<file path="config.mk">
export PLATFORM = sky130hd
export DESIGN_NAME = vga_scan_ctrl
export DESIGN_NICKNAME = d
export VERILOG_FILES = /design/src/rtl/vga_scan_ctrl.sv
export SDC_FILE = /design/constraint.sdc
export NUM_CORES = 1
export LEC_CHECK = 0
export ABC_AREA = 1
export BUFFER_PORTS_ARGS = -buffer_cell sky130_fd_sc_hd__buf_2
export CORE_ASPECT_RATIO = 0.6
export CORE_MARGIN = 3
export CORE_UTILIZATION = 35
export DETAILED_ROUTE_END_ITERATION = 8
export SLEW_MARGIN = 20
export SYNTH_ARGS = -nofsm -noshare
export SYNTH_HDL_FRONTEND = slang
export SYNTH_SLANG_ARGS = --single-unit
</file>
<file path="constraint.sdc">
create_clock -name vga_clk -period 1.7 [get_ports vga_clk]
set_input_delay 0.255 -clock vga_clk [delete_from_list [all_inputs] [get_ports vga_clk]]
set_output_delay 0.255 -clock vga_clk [all_outputs]
set_load 0.02 [all_outputs]
</file>
<file path="src/rtl/vga_scan_ctrl.sv">
// Raster timing generator and pixel output stage: scan counters, coordinates for the
// renderers, and sync/blank delayed to line up with the returned pixel data.
module vga_scan_ctrl #(
  parameter int H_ACTIVE = 640,
  parameter int H_FP     = 16,
  parameter int H_SYNC   = 96,
  parameter int H_BP     = 48,
  parameter int V_ACTIVE = 480,
  parameter int V_FP     = 10,
  parameter int V_SYNC   = 2,
  parameter int V_BP     = 33,
  parameter bit SYNC_POL = 1'b0,
  parameter int PIPE_LAT = 1
) (
  input  logic        vga_clk,
  input  logic        vga_rst,
  input  logic [11:0] pixel_data,
  output logic [9:0]  x_pos,
  output logic [9:0]  y_pos,
  output logic        req_valid,
  output logic        hs,
  output logic        vs,
  output logic [3:0]  vga_r,
  output logic [3:0]  vga_g,
  output logic [3:0]  vga_b,
  output logic        frame_tick,
  output logic        line_tick
);

  localparam int H_TOTAL = H_ACTIVE + H_FP + H_SYNC + H_BP;
  localparam int V_TOTAL = V_ACTIVE + V_FP + V_SYNC + V_BP;
  localparam int HW = $clog2(H_TOTAL);
  localparam int VW = $clog2(V_TOTAL);

  localparam logic [HW-1:0] H_MAX  = HW'(H_TOTAL - 1);
  localparam logic [HW-1:0] H_ACT  = HW'(H_ACTIVE);
  localparam logic [HW-1:0] HS_BEG = HW'(H_ACTIVE + H_FP);
  localparam logic [HW-1:0] HS_END = HW'(H_ACTIVE + H_FP + H_SYNC);
  localparam logic [VW-1:0] V_MAX  = VW'(V_TOTAL - 1);
  localparam logic [VW-1:0] V_ACT  = VW'(V_ACTIVE);
  localparam logic [VW-1:0] VS_BEG = VW'(V_ACTIVE + V_FP);
  localparam logic [VW-1:0] VS_END = VW'(V_ACTIVE + V_FP + V_SYNC);

  if (PIPE_LAT < 1 || PIPE_LAT > 4) begin : g_bad_lat
    $error("vga_scan_ctrl: PIPE_LAT must be within 1..4");
  end

  logic [HW-1:0] h_cnt_p0;
  logic [VW-1:0] v_cnt_p0;
  logic          run_p0;
  logic          h_act_p0;
  logic          v_act_p0;
  logic          de_p0;
  logic          hs_p0;
  logic          vs_p0;
  logic [PIPE_LAT-1:0] de_p1;
  logic [PIPE_LAT-1:0] hs_p1;
  logic [PIPE_LAT-1:0] vs_p1;

  // run_p0 holds the counters at (0,0) for the release edge so the first cycle out of
  // reset is a frame start, and masks the ticks while reset is held.
  always_ff @(posedge vga_clk) begin
    if (!vga_rst) begin
      run_p0   <= 1'b0;
      h_cnt_p0 <= '0;
      v_cnt_p0 <= '0;
    end else begin
      run_p0 <= 1'b1;
      if (run_p0) begin
        if (h_cnt_p0 == H_MAX) begin
          h_cnt_p0 <= '0;
          v_cnt_p0 <= (v_cnt_p0 == V_MAX) ? '0 : v_cnt_p0 + 1'b1;
        end else begin
          h_cnt_p0 <= h_cnt_p0 + 1'b1;
        end
      end
    end
  end

  // Stage 0: coordinates, raw timing and ticks decoded from the counter registers
  always_comb begin
    h_act_p0   = (h_cnt_p0 < H_ACT);
    v_act_p0   = (v_cnt_p0 < V_ACT);
    x_pos      = h_act_p0 ? 10'(h_cnt_p0) : 10'd0;
    y_pos      = v_act_p0 ? 10'(v_cnt_p0) : 10'd0;
    req_valid  = run_p0 && h_act_p0 && v_act_p0;
    de_p0      = req_valid;
    hs_p0      = run_p0 && (h_cnt_p0 >= HS_BEG) && (h_cnt_p0 < HS_END);
    vs_p0      = run_p0 && (v_cnt_p0 >= VS_BEG) && (v_cnt_p0 < VS_END);
    line_tick  = run_p0 && (h_cnt_p0 == '0);
    frame_tick = line_tick && (v_cnt_p0 == '0);
  end

  // Stage 1: PIPE_LAT-deep delay matching the renderer latency; stage 2: output pins
  always_ff @(posedge vga_clk) begin
    if (!vga_rst) begin
      de_p1 <= '0;
      hs_p1 <= '0;
      vs_p1 <= '0;
      hs    <= ~SYNC_POL;
      vs    <= ~SYNC_POL;
      vga_r <= 4'h0;
      vga_g <= 4'h0;
      vga_b <= 4'h0;
    end else begin
      de_p1 <= PIPE_LAT'({de_p1, de_p0});
      hs_p1 <= PIPE_LAT'({hs_p1, hs_p0});
      vs_p1 <= PIPE_LAT'({vs_p1, vs_p0});
      hs    <= hs_p1[PIPE_LAT-1] ? SYNC_POL : ~SYNC_POL;
      vs    <= vs_p1[PIPE_LAT-1] ? SYNC_POL : ~SYNC_POL;
      vga_r <= de_p1[PIPE_LAT-1] ? pixel_data[3:0]  : 4'h0;
      vga_g <= de_p1[PIPE_LAT-1] ? pixel_data[7:4]  : 4'h0;
      vga_b <= de_p1[PIPE_LAT-1] ? pixel_data[11:8] : 4'h0;
    end
  end

endmodule

</file>
-- After elaboration in Yosys (flattened, before gate mapping)
Index checks and enable logic that the tools add are counted.
W data, S select, Z words.
- flip-flop bits (word level): 38
- input port bits: 14
- output and inout port bits: 37
- logic and storage cells: 40
- add/subtract/negate cells: 2
- magnitude comparators: 6
- equality and inequality tests: 2
- mux-type cells: 7
- reduce and logical (&&, ||, !) cells: 12
- operators by type and width (operator ; count):
    $mux W10 ; 4
    $add A10 B1 Y10 const B ; 2
    $eq A10 B10 Y1 const B ; 2
    $logic_not A10 Y1 ; 2
    $lt A10 B10 Y1 const B ; 2
    $lt A10 B9 Y1 const B ; 2
    $ge A10 B10 Y1 const B ; 1
    $ge A10 B9 Y1 const B ; 1
    $logic_and A1 B1 Y1 ; 8
    $reduce_and A2 Y1 ; 2
    $mux W1 ; 3

-- Logic depth before layout (Yosys ltp)
- depth after elaboration: 3
- mapped depth: 9
- depth with buffers taken out: 9

-- Worst setup path before layout
Ideal clock, no wire load.
- path type: reg2out
- start point: reg v_cnt_p0[0]
- end point: out frame_tick
- arrival: 1.429 ns
- required time: 1.445 ns
- setup slack: 0.016 ns
- stages on the path, launching flop included: 7
- path buffers: 0
- cells stage by stage: dfxtp_1 -> inv_1 -> ha_1 -> inv_1 -> nor2_1 -> nand3_1 -> nor4_1
- longest elaborated chain between the ends: 2
- RTL lines (item ; line ; RTL):
    start: declaration ; 49 ; logic [VW-1:0] v_cnt_p0;
    start signal: assignment ; 72 ; v_cnt_p0 <= (v_cnt_p0 == V_MAX) ? '0 : v_cnt_p0 + 1'b1;
    $logic_not A10 Y1 ; 91 ; frame_tick = line_tick && (v_cnt_p0 == '0);
    $logic_and A1 B1 Y1 ; 91 ;
    end: declaration ; 26 ; output logic frame_tick,
No other way between the ends.

-- Worst setup path after layout
- start point: reg h_cnt_p0[7]
- end point: out frame_tick
- longest elaborated chain between the ends: 3
- RTL lines (item ; line ; RTL):
    start: declaration ; 48 ; logic [HW-1:0] h_cnt_p0;
    start signal: assignment ; 74 ; h_cnt_p0 <= h_cnt_p0 + 1'b1;
    $logic_not A10 Y1 ; 90 ; line_tick = run_p0 && (h_cnt_p0 == '0);
    $logic_and A1 B1 Y1 ; 90 ;
    $logic_and A1 B1 Y1 ; 91 ;
No other way between the ends.

==> qor.csv <==
stage,metric,value,unit
setup_path,crit_required,1.44,ns
cells_and_area,drive_gt1_share,32.0,%
power_and_ir_drop,cellPowerDensity,809,nW/µm²
synthesis,synthCells,270,
timing,timing.final.crit_share,101,%
setup_path,critPathKind,flip-flop to output port,
setup_path,crit_chain,nor2_4 > nand4_1 > nor4_4 > buf_4,
global_route,grt-ovfl-total,0,
setup_path,start_kind,flip-flop,
place,port_buffers,49,
min_path,hold-path-endpoint,vga_r[2],
power_and_ir_drop,clockPowerShare,47.0,%
clock_network,cts_max_level,2,
synthesis,yosys.cell_types.count,29,
power_and_ir_drop,p_comb_share,6.8,%
timing,rsz0062_at_grt,true,
power_and_ir_drop,p_leak,1.34,nW
timing,fin_skew,0.00259,ns
place,place_area,2140,µm²
routing,totalWireLength,4.70,mm
global_route,antenna_found_initial,0,
power_and_ir_drop,irDropWorstVdd,0.416,mV
clock_network,cts_buffers,5,
global_route,grt_max_degree,14,
cells_and_area,fillCellCount,487,
setup_path,r2r_cells,8,
timing,timing.fmax,582,MHz
routing,drc,0,
setup_path,rr_startpoint,h_cnt_p0[1],
synthesis,synth_edf_count,0,
timing,layout_setup_ws,-0.0188,ns
synthesis,ys_async_sr_fraction,0,%
routing,wl_per_cell,11.8,µm
setup_path,crit_slowest_cell,dfxtp_4,
cells_and_area,num_antenna_cells,0,
clock_network,cts_hold_buf,0,
min_path,worstHoldStart,pixel_data[2],
power_and_ir_drop,p_int,1.54,mW
synthesis,synth-seq-area-share,41.9,%
power_and_ir_drop,power.switching,0.432,mW
floorplanning,die_y,61.8,µm
timing,finalSetupViolCount,1,
cells_and_area,area_growth,34.0,%
synthesis,ys_ff_latch,38,
synthesis,synth_warnings,0,
timing,period_minus_slack,1.72,ns
global_route,grt_pass1_vias,1518,
floorplanning,fp-row-count,19,
place,dp_cells,381,
clock_network,path_clk_slew,0.08,ns
cells_and_area,final_area,2430,µm²
clock_network,root_buffer,clkbuf_8,
setup_path,endpoint_kind,output port,
floorplanning,start_util,38.0,%
routing,detail-route-antenna-nets,0,
setup_path,reg2reg_to,v_cnt_p0[8],
routing,drt_iter0_markers,141,
synthesis,ys.flop_type,dfxtp_1,
setup_path,worstPathMaxFanout,6,
floorplanning,ios,51,
cells_and_area,stdcell_count,397,
power_and_ir_drop,swShare,21.9,%
power_and_ir_drop,power,1.97,mW
timing,drv_slew,0,
place,post-dp-hpwl,3.37,mm
run,max_cap_violations,0,
floorplanning,die_w,99.0,µm
setup_path,worst_path_largest_cell_delay,0.37,ns
min_path,hold_path.class,input pin to flip-flop,
synthesis,syn-cell-area,1820,µm²
routing,drt-pass1-iter-count,4,
synthesis,synthesis.nets,288,
timing,hold_viol,0,
place,place.gp.congestion,0.872,
power_and_ir_drop,pwr-share-seq,46.2,%
routing,route.vias.total,1773,
outcome,violations,setup timing,
synthesis,syn_area_per_cell,6.73,µm²
setup_path,cp_data_arrival_time,1.46,ns
floorplanning,die_area,6120,µm²
global_route,grt_usage,16.0,%
clock_network,tritoncts,yes,
routing,via_per_inst,4.47,
cells_and_area,fin_nets,351,
global_route,grt_pass1_wl,7.50,mm
min_path,whs_path_depth,3,
clock_network,clk_path_buf_depth,2,
outcome,status,"complete, but fails checks",
clock_network,clock_latency,0.29,ns
clock_network,cts_sinks,38,
setup_path,reg2reg_slack,0.18,ns
floorplanning,core_region_area,4780,µm²
-- cells in the mapped netlist, drive strengths merged, types with 2 or more instances --
| cell | count | area [µm²] |
|---|---|---|
| xor2 | 2 | 17.5 |
| ha | 4 | 50.1 |
| o21ai | 2 | 10.0 |
| nand2 | 65 | 269 |
| dfxtp | 38 | 761 |
| inv | 53 | 199 |
| nor3 | 3 | 26.3 |
| nor2 | 67 | 280 |
| nor4 | 4 | 25.0 |
| a21oi | 5 | 25.0 |
| buf | 3 | 17.5 |
| nand3 | 12 | 60.1 |
| nand4 | 4 | 25.0 |
-- power groups by stage --
| stage | combinational, mW | sequential, mW | clock [mW] |
|---|---|---|---|
| floorplan | 0.0719 | 0.942 | 0 |
| global placement | 0.125 | 0.934 | 0 |
| detailed placement | 0.124 | 0.935 | 0 |
| CTS | 0.132 | 0.913 | 0.950 |
| global route | 0.147 | 0.913 | 0.999 |
| finish | 0.134 | 0.911 | 0.926 |
-- state kept, by name (all words and copies together), names as in the netlist --
signal    count
vga_g         4
hs_p1         1
vga_b         4
v_cnt_p0     10
vga_r         4
vs            1
hs            1
vs_p1         1
de_p1         1
h_cnt_p0     10
run_p0        1
-- what timing repair did --
item / CTS / global route
pin swaps: 3 / 4
cloned: 0 / 1
buffers inserted: 4 / 3
resized for setup: 18 / 18
endpoints found under the setup margin: 19 / 21
-- worst max-delay path: cells and delay by family, from the launching register on --
kind	cells	cell delay (ns)
AND/OR/NAND/NOR	3	0.61
flip-flops	1	0.37
buffers and inverters	1	0.19
-- per-stage QoR --
stage          worst slack, ns  utilization, %  TNS, ns  hold WS (ns)
2_1_floorplan           0.0162               -        0         0.283
3_3_place_gp            0.0768            44.8        0         0.349
3_5_place_dp            0.0484            44.8        0         0.348
4_1_cts                 -0.121            49.5   -0.121         0.158
5_1_grt                -0.0955            51.0   -0.117         0.159
6_report               -0.0188            51.0  -0.0188         0.173
-- cell type report --
class                           count  area (µm²)  share of cell area, %
Timing Repair Buffer               59         323                   13.3
Clock buffer                        5        68.8                   2.83
Sequential cell                    38         777                   31.9
Inverter                           53         201                   8.27
Multi-Input combinational cell    176         917                   37.7
Tap cell                           63        78.8                   3.24
Clock inverter                      3        68.8                   2.83
-- layout by cell type, fill, tap and decap left out, types with 2 or more instances in the layout --
cell and count:
bufinv_16 2, nand4_1 4, ha_1 3, xor2_1 2
buf_2 48, inv_1 46, clkbuf_8 5, nand2_1 58
nor4_1 3, nand2_2 5, a21oi_1 5, nand3_1 10
dfxtp_2 7, nor2_4 3, nor2_2 6, inv_2 6
o21ai_0 2, dfxtp_1 29, dfxtp_4 2, nand3_2 2
nor2_1 57, nand2_4 3, buf_4 11
-- worst max path at each step --
stage                start          to  slack [ns]
2_1_floorplan  v_cnt_p0[0]  frame_tick        0.02
3_5_place_dp   v_cnt_p0[1]  frame_tick        0.05
3_3_place_gp   v_cnt_p0[0]  frame_tick        0.08
4_1_cts        v_cnt_p0[1]  frame_tick       -0.12
6_report       h_cnt_p0[7]  frame_tick       -0.02
5_1_grt        h_cnt_p0[7]  frame_tick        -0.1
-- layer usage --
metal  up-vias  track usage, %  routed length [µm]
met1       763            23.3                2350
met5         -               0                   0
met4         0            5.06                  19
met3         2            4.91                 482
li1        933               -                   -
met2        75            22.5                1850
-- cell families (layout without fill, tap and decap cells) --
logic type,Yosys count,after routing,synth area share [%]
AOI/OAI and AO/OA,10,10,3.03
xor gates and xnor gates,3,3,1.45
adders and majority gates,4,4,2.75
buffers and inverters,57,120,12.1
DFF,38,38,41.9
other,1,1,0.206
and+or+nand+nor,157,158,38.6
Power figures use the tool's default switching activity.
